`config.mk`:
```
export PLATFORM = sky130hd
export DESIGN_NAME = ascii_dec_stream
export DESIGN_NICKNAME = d
export VERILOG_FILES = /design/src/rtl/ascii_stream_pkg.sv /design/src/rtl/ascii_digit_cell.sv /design/src/rtl/ascii_dec_stream.sv
export SDC_FILE = /design/constraint.sdc
export NUM_CORES = 1
export LEC_CHECK = 0
export BUFFER_PORTS_ARGS = -buffer_cell sky130_fd_sc_hd__clkbuf_2
export CORE_UTILIZATION = 35
export CTS_BUF_LIST = sky130_fd_sc_hd__clkbuf_8
export DETAILED_ROUTE_END_ITERATION = 10
export GPL_TIMING_DRIVEN = 0
export PLACE_DENSITY = 0.54
export SETUP_SLACK_MARGIN = 0.4
export SLEW_MARGIN = 40
export SYNTH_ARGS = -nofsm -noshare
export SYNTH_HDL_FRONTEND = slang
export SYNTH_HIERARCHICAL = 1
export SYNTH_SLANG_ARGS = --single-unit
export TNS_END_PERCENT = 30
```
`constraint.sdc`:
```
create_clock -name clk -period 2.69 [get_ports clk]
set_input_delay 0.538 -clock clk [delete_from_list [all_inputs] [get_ports clk]]
set_output_delay 0.538 -clock clk [all_outputs]
set_load 0.05 [all_outputs]
```
`src/rtl/ascii_stream_pkg.sv`:
```
// Shared types, ASCII constants and helpers for the ASCII decimal stream.
// Optional down counting is enabled by defining ASCII_STREAM_DOWN_EN.
package ascii_stream_pkg;

    typedef enum logic [1:0] {
        IDLE,
        RUN,
        DONE
    } state_t;

    localparam logic [7:0] ASCII_ZERO = 8'h30;
    localparam logic [7:0] ASCII_NINE = 8'h39;

    function automatic logic is_digit(input logic [7:0] b);
        return (b >= ASCII_ZERO) && (b <= ASCII_NINE);
    endfunction

endpackage

```
`src/rtl/ascii_digit_cell.sv`:
```
// One ASCII decimal digit with its carry/borrow step.
// Borrow logic exists only when ASCII_STREAM_DOWN_EN is defined.
module ascii_digit_cell
    import ascii_stream_pkg::*;
(
    input  logic [7:0] digit,
    input  logic       down,
    input  logic       lower_sat,
    output logic [7:0] next_digit,
    output logic       sat
);

`ifdef ASCII_STREAM_DOWN_EN
    // Saturation test and step in the selected direction
    always_comb begin
        next_digit = digit;
        sat        = down ? (digit == ASCII_ZERO) : (digit == ASCII_NINE);
        if (lower_sat) begin
            if (sat)
                next_digit = down ? ASCII_NINE : ASCII_ZERO;
            else if (down)
                next_digit = digit - 8'd1;
            else
                next_digit = digit + 8'd1;
        end
    end
`else
    logic down_unused;
    assign down_unused = down;

    // Up-only saturation test and increment
    always_comb begin
        next_digit = digit;
        sat        = (digit == ASCII_NINE);
        if (lower_sat) begin
            if (sat)
                next_digit = ASCII_ZERO;
            else
                next_digit = digit + 8'd1;
        end
    end
`endif

endmodule

```
`src/rtl/ascii_dec_stream.sv`:
```
// ASCII decimal sequence generator with valid/ready output and abort.
// Define ASCII_STREAM_DOWN_EN to honour the down port.
module ascii_dec_stream
    import ascii_stream_pkg::*;
#(
    parameter int DIGITS = 8,
    parameter int CW     = 32
) (
    input  logic                  clk,
    input  logic                  reset_n,
    input  logic                  start,
    input  logic [8*DIGITS-1:0]   start_data,
    input  logic [CW-1:0]         length,
    input  logic                  down,
    input  logic                  abort,
    output logic                  out_valid,
    input  logic                  out_ready,
    output logic [8*DIGITS-1:0]   value,
    output logic                  busy,
    output logic                  done,
    output logic                  wrap,
    output logic                  load_err
);

    localparam int W = 8 * DIGITS;

    state_t          state;
    state_t          state_nx;
    logic [CW-1:0]   remaining;
    logic            dir;
    logic [W-1:0]    load_val;
    logic            load_bad;
    logic [W-1:0]    step_val;
    logic [DIGITS:0] chain;
    logic [DIGITS-1:0] sat;
    logic            accept;
    logic            hs;
    logic            all_sat;

    assign accept    = (state == IDLE) & start & ~abort;
    assign hs        = (state == RUN) & out_ready & ~abort;
    assign all_sat   = chain[DIGITS];
    assign out_valid = (state == RUN);
    assign busy      = (state != IDLE);
    assign done      = (state == DONE);

    // Sanitise the loaded string: non-digit bytes become "0"
    always_comb begin
        load_val = '0;
        load_bad = 1'b0;
        for (int i = 0; i < DIGITS; i++) begin
            if (is_digit(start_data[8*i +: 8])) begin
                load_val[8*i +: 8] = start_data[8*i +: 8];
            end else begin
                load_val[8*i +: 8] = ASCII_ZERO;
                load_bad = 1'b1;
            end
        end
    end

    assign chain[0] = 1'b1;

    genvar g;
    generate
        for (g = 0; g < DIGITS; g++) begin : g_digit
            ascii_digit_cell u_cell (
                .digit      (value[8*g +: 8]),
                .down       (dir),
                .lower_sat  (chain[g]),
                .next_digit (step_val[8*g +: 8]),
                .sat        (sat[g])
            );
            assign chain[g+1] = chain[g] & sat[g];
        end
    endgenerate

    // Next-state decode; abort overrides every transition
    always_comb begin
        state_nx = state;
        unique case (state)
            IDLE: begin
                if (start)
                    state_nx = (length == '0) ? DONE : RUN;
            end
            RUN: begin
                if (out_ready && remaining == CW'(1))
                    state_nx = DONE;
            end
            DONE: state_nx = IDLE;
            default: state_nx = IDLE;
        endcase
        if (abort)
            state_nx = IDLE;
    end

    // State register
    always_ff @(posedge clk or negedge reset_n) begin
        if (!reset_n)
            state <= IDLE;
        else
            state <= state_nx;
    end

    // Value, burst counter, wrap pulse and sticky load error
    always_ff @(posedge clk or negedge reset_n) begin
        if (!reset_n) begin
            value     <= {DIGITS{ASCII_ZERO}};
            remaining <= '0;
            wrap      <= 1'b0;
            load_err  <= 1'b0;
        end else begin
            wrap <= hs & all_sat;
            if (accept) begin
                value     <= load_val;
                remaining <= length;
                load_err  <= load_bad;
            end else if (hs) begin
                value     <= step_val;
                remaining <= remaining - CW'(1);
            end
        end
    end

`ifdef ASCII_STREAM_DOWN_EN
    // Direction is captured with the start request
    always_ff @(posedge clk or negedge reset_n) begin
        if (!reset_n)
            dir <= 1'b0;
        else if (accept)
            dir <= down;
    end
`else
    logic down_unused;
    assign down_unused = down;
    assign dir = 1'b0;
`endif

endmodule

```
==> impl_metrics.csv, run 1 <==
group,metric,value,unit
cts,htreeDepth,3,
timing,relSlewSlack,54.9,%
critical_path,worstReg2RegEnd,"value[59]",
final_layout,stdcell_count,1296,
critical_path,r2r_slack,0.22,ns
critical_path,crit_buf_inv,1,
cts,root_buffer,"clkbuf_8",
critical_path,cp_max_fo,5,
timing,setup_tns,0,ns
critical_path,critical-path-top-delay-family,"simple AND/OR/NAND/NOR gates",
timing,worstMarginPinSlew,0.677,ns
floorplan,die_area,19900,um2
critical_path,cp.arrival,2.79,ns
run_status,status,"completed",
floorplan,start_util,35.9,%
final_layout,multi_input_area,4190,um2
final_layout,utilization,46.0,%
timing,hold_viol_final,0,
global_routing,grt_overflow,0,
cts,cts_buffer_depth,2,
final_layout,seq_area,2540,um2
power,power_density,630,nW/um2
final_layout,drive_gt1_share,31.9,%
floorplan,num_rows,50,
power,ir_worst_vdd,0.268,mV
timing,fin_crit,2.47,ns
critical_path,path_class,"register to register",
cts,clkTransAtPathRegs,0.10,ns
yosys,syn-instance-count,818,
timing,finalSetupViolCount,0,
cts,hold_buffers,0,
routing,postRouteWirelength,22300,um
routing,drc,0,
routing,wire_per_inst,17.2,um
place,dp.cells,1248,
routing,num_vias,6893,
critical_path,critPathSlowestCell,"dfstp_4",
place,port_buffers,169,
routing,viasPerCell,5.32,
routing,drtPass1Iterations,5,
critical_path,path_cells,"nand3_4, nor4_4, and3_4, and4_4, and2_4, buf_6, nand4_4, xor2_1, a21oi_1, nor2_1, nor3_1",
final_layout,n_antenna_cell,0,
critical_path,r2r_cells,11,
timing,clock.fmax,0.405,GHz
timing,finClkSkew,0.0123,ns
global_routing,grt_max_degree,56,
timing,fin_crit_sh,91.8,%
final_layout,n_fill_cell,1950,
run,cap_viol_max_count,0,
timing,grt_setup_unrepaired,"true",
floorplan,die_x,141,um
global_routing,grt_first_pass_wirelength,35000,um
routing,first_iter_violations,359,
floorplan,io_pins,171,
global_routing,grt_pass1_vias,6336,
global_routing,grtUsageTotal,22.9,%
final_layout,final_nets,1151,
floorplan,fp.dieH,141,um
final_layout,syn2layout_area_growth,28.2,%
yosys,synth_fp_nets,938,
cts,cts_sinks,100,
critical_path,critPathMaxStageDelay,0.64,ns
yosys,syn_area_per_cell,8.27,um2
place,hpwl,15900,um
floorplan,design.core.area,18800,um2
critical_path,cp.depth,11,
critical_path,start_kind,"register",
global_routing,antenna_found_initial,2,
cts,numCtsBuffers,9,
critical_path,r2r-start,"value[12]",
critical_path,timing.critical_path.from,"value[12]",
yosys,yosysWarnings,6,
yosys,syn_area,6760,um2
min_path,hold_path.class,"input port to async pin",
routing,detail-route-antenna-nets,0,
critical_path,endpoint,"value[59]",
final_layout,final_common_cell,"clkbuf_2",
critical_path,critPathCaptureType,"register",
cts,cts_tree,"built",
final_layout,final_cell_mix,"181 x clkbuf_2, 116 x nand2_1, 95 x nor2_1",
timing,slew_violations,0,
critical_path,worstPathRequired,3.01,ns
timing,holdWs,0.0671,ns
cts,worstSkewPairLatency,0.39,ns
power,p_leak,3.82,nW
place,gp_congestion,0.896,
-- worst min path at each step --
stage	endpoint	cells past startpoint	slack, ns
floorplan	load_err	0	0.24
global placement	value[21]	2	0.52
detailed placement	value[9]	1	0.51
CTS	value[9]	1	0.07
global route	value[10]	1	0.08
finish	value[10]	1	0.07
-- sequential cells by signal, indices dropped and copies added, names as in the netlist --
signal and count:
load_err 1, remaining 32, state 2, value 64
wrap 1
-- repair_timing --
action,CTS,global route
setup buffers,20,12
endpoints found under the setup margin,80,90
resized for setup,28,38
pin swaps,24,15
-- metal layers --
metal / part of all wire, % / GRT usage (%)
met1: 45 / 31.1
met2: 47 / 37.3
met3: 5.2 / 3.77
met4: 1.9 / 7.04
met5: 0.058 / 0
-- report_power, final --
group / internal (mW) / total (mW) / switching [mW]
sequential: 1.82 / 2.30 / 0.479
clock: 0.420 / 0.994 / 0.574
combinational: 0.739 / 2.17 / 1.43
total: 2.98 / 5.46 / 2.48
-- metrics by stage --
stage	total power [mW]	area, um2	worst slack, ns
floorplan	3.73	6850	0.172
global placement	4.33	8020	-0.666
detailed placement	4.35	8060	-0.136
CTS	5.43	8470	0.213
global route	5.79	8670	0.0794
finish	5.46	8670	0.221
-- worst register-to-register path: stages, from the launching register on --
cell and delay, ns:
dfstp_4 0.64, nand3_4 0.07, nor4_4 0.27, and3_4 0.28
and4_4 0.24, and2_4 0.15, buf_6 0.12, nand4_4 0.13
xor2_1 0.20, a21oi_1 0.12, nor2_1 0.05, nor3_1 0.14
-- final cells by class --
type | count | share of cell area (%)
clock inverters | 7 | 0.707
inverters | 19 | 0.823
repair buffers | 202 | 13.2
multi-input cells | 658 | 48.3
well taps | 260 | 3.75
plain buffers | 41 | 2.50
flip-flops and latches | 100 | 29.3
clock buffers | 9 | 1.43
Power figures use the tool's default switching activity.
==> run 2: changes to the inputs <==
- CORE_UTILIZATION: 35 -> 40
- PLACE_DENSITY: 0.54 -> 0.6
==> run 2 against run 1 <==
Effect of this change: non-clock buffer count grew 4; total power up 3.9%; maximum frequency increased by 0.46%; sequential share of layout area decreased by 0.070 points; cell count decreased by 2.8%; worst hold slack better by 0.033 ns; cell area grew 0.29%; critical endpoint is now value[63]; largest power group unchanged; highest routed layer unchanged.
==> impl_metrics.csv, run 2 (same netlist as run 1, synthesis figures left out) <==
group,metric,value,unit
final_layout,final_cell_mix,"181 x clkbuf_2, 118 x nand2_1, 98 x nor2_1",
timing,fin_crit,2.46,ns
final_layout,largest_reg_flops,64,
critical_path,worstPathRequired,3.02,ns
power,power,5.67,mW
final_layout,n_antenna_cell,0,
critical_path,start_kind,"register",
critical_path,critPathCaptureType,"register",
cts,worstSkewPairLatency,0.38,ns
final_layout,reg_top3,"value (64), remaining (32), state (2)",
global_routing,grt_first_pass_wirelength,34300,um
timing,setup_tns,0,ns
critical_path,path_cells,"nand3_4, nor4_4, and3_4, and4_4, and2_4, buf_8, nand4_4, nor3_2, xor2_1, nand2_1, nand2_1",
global_routing,grt_pass1_vias,6490,
final_layout,design_area,8690,um2
timing,grt_setup_unrepaired,"true",
timing,clock.fmax,0.407,GHz
floorplan,die_area,17400,um2
floorplan,die_x,132,um
final_layout,largest-register,"value",
cts,htreeDepth,3,
global_routing,grt_overflow,0,
global_routing,grtUsageTotal,25.1,%
run_status,status,"completed",
final_layout,drive_gt1_share,32.1,%
place,port_buffers,169,
routing,drc,0,
global_routing,grt_max_degree,55,
place,gp_congestion,0.920,
timing,finClkSkew,0.0103,ns
routing,drtPass1Iterations,5,
critical_path,critPathMostFrequentCell,"nand2_1",
cts,root_buffer,"clkbuf_8",
timing,relSlewSlack,49.5,%
run,cap_viol_max_count,0,
timing,hold_viol_final,0,
critical_path,cp.arrival,2.78,ns
cts,cts_buffer_depth,2,
routing,wire_per_inst,17.0,um
timing,worstMarginPinSlew,0.757,ns
routing,postRouteWirelength,21400,um
power,ir_worst_vdd,0.292,mV
timing,finalSetupViolCount,0,
critical_path,critPathSlowestCell,"dfstp_4",
cts,clkTransAtPathRegs,0.10,ns
floorplan,start_util,40.9,%
floorplan,fp.dieH,132,um
final_layout,utilization,52.6,%
place,hpwl,15300,um
critical_path,critPathMaxStageDelay,0.64,ns
floorplan,io_pins,171,
critical_path,cp_max_fo,4,
final_layout,final_common_cell,"clkbuf_2",
place,place_area,8010,um2
power,p_leak,3.88,nW
cts,cts_tree,"built",
cts,cts_sinks,100,
routing,viasPerCell,5.46,
final_layout,syn2layout_area_growth,28.5,%
cts,numCtsBuffers,9,
global_routing,antenna_found_initial,1,
cts,hold_buffers,0,
routing,detail-route-antenna-nets,0,
final_layout,final_nets,1155,
min_path,hold_path.class,"input port to async pin",
floorplan,design.core.area,16500,um2
power,power_density,653,nW/um2
critical_path,path_class,"register to register",
timing,slew_violations,0,
routing,first_iter_violations,314,
timing,fin_crit_sh,91.4,%
routing,num_vias,6876,
floorplan,num_rows,47,
==> run 2: through the flow <==
step,std cells,hold slack [ns],setup WS [ns]
final,1260,0.0999,0.232
after global routing,1260,0.113,0.103
after CTS,1236,0.0988,0.192
after detailed placement,1208,0.517,-0.123
after global placement,1207,0.514,-0.650
after floorplan,818,0.242,0.172
==> run 2: timing repair <==
action | CTS | global route
pin swaps | 15 | 16
resized for setup | 14 | 49
setup buffers | 12 | 24
setup endpoints to repair | 74 | 91
==> run 2: metal layers <==
layer / part of all wire, % / vias up / global-route usage, %
met1: 45 / 3302 / 34.0
met4: 2.1 / 2 / 9.37
li1: - / 3345 / -
met3: 5.0 / 29 / 3.08
met5: 0.051 / - / 0
met2: 48 / 198 / 41.2
==> run 2: cell type report <==
cell class,count,area (um2)
fillers,1646,7830
inverters,19,71.3
repair buffers,206,1160
multi-input cells,658,4170
plain buffers,41,223
clock buffers,11,151
clock inverters,5,98.8
well taps,220,275
flip-flops and latches,100,2540
==> run 2: critical path: cells and delay by family, from the launching register on <==
kind | cells | cell delay (ns)
simple gates | 9 | 1.47
xor+xnor | 1 | 0.18
buf+inv | 1 | 0.11
flops | 1 | 0.64
==> run 2: power breakdown <==
part	leakage, nW	switching, mW	internal, mW
clock network	0.131	0.545	0.665
registers	1.21	0.485	1.83
logic	2.54	1.41	0.747
total	3.88	2.44	3.24
==> run 2: path summary, 6_finish.rpt <==
path / from / end / slack, ns / cells past startpoint
hold / removal: reset_n / value[25] / 0.1 / 1
hold reg to reg: value[21] / value[21] / 0.53 / 2
setup reg to reg: value[12] / value[63] / 0.23 / 11
setup / recovery: value[12] / value[63] / 0.23 / 11
min in group clk: start_data[50] / value[50] / 0.38 / 3
max in group asynchronous: reset_n / value[61] / 1.92 / 2
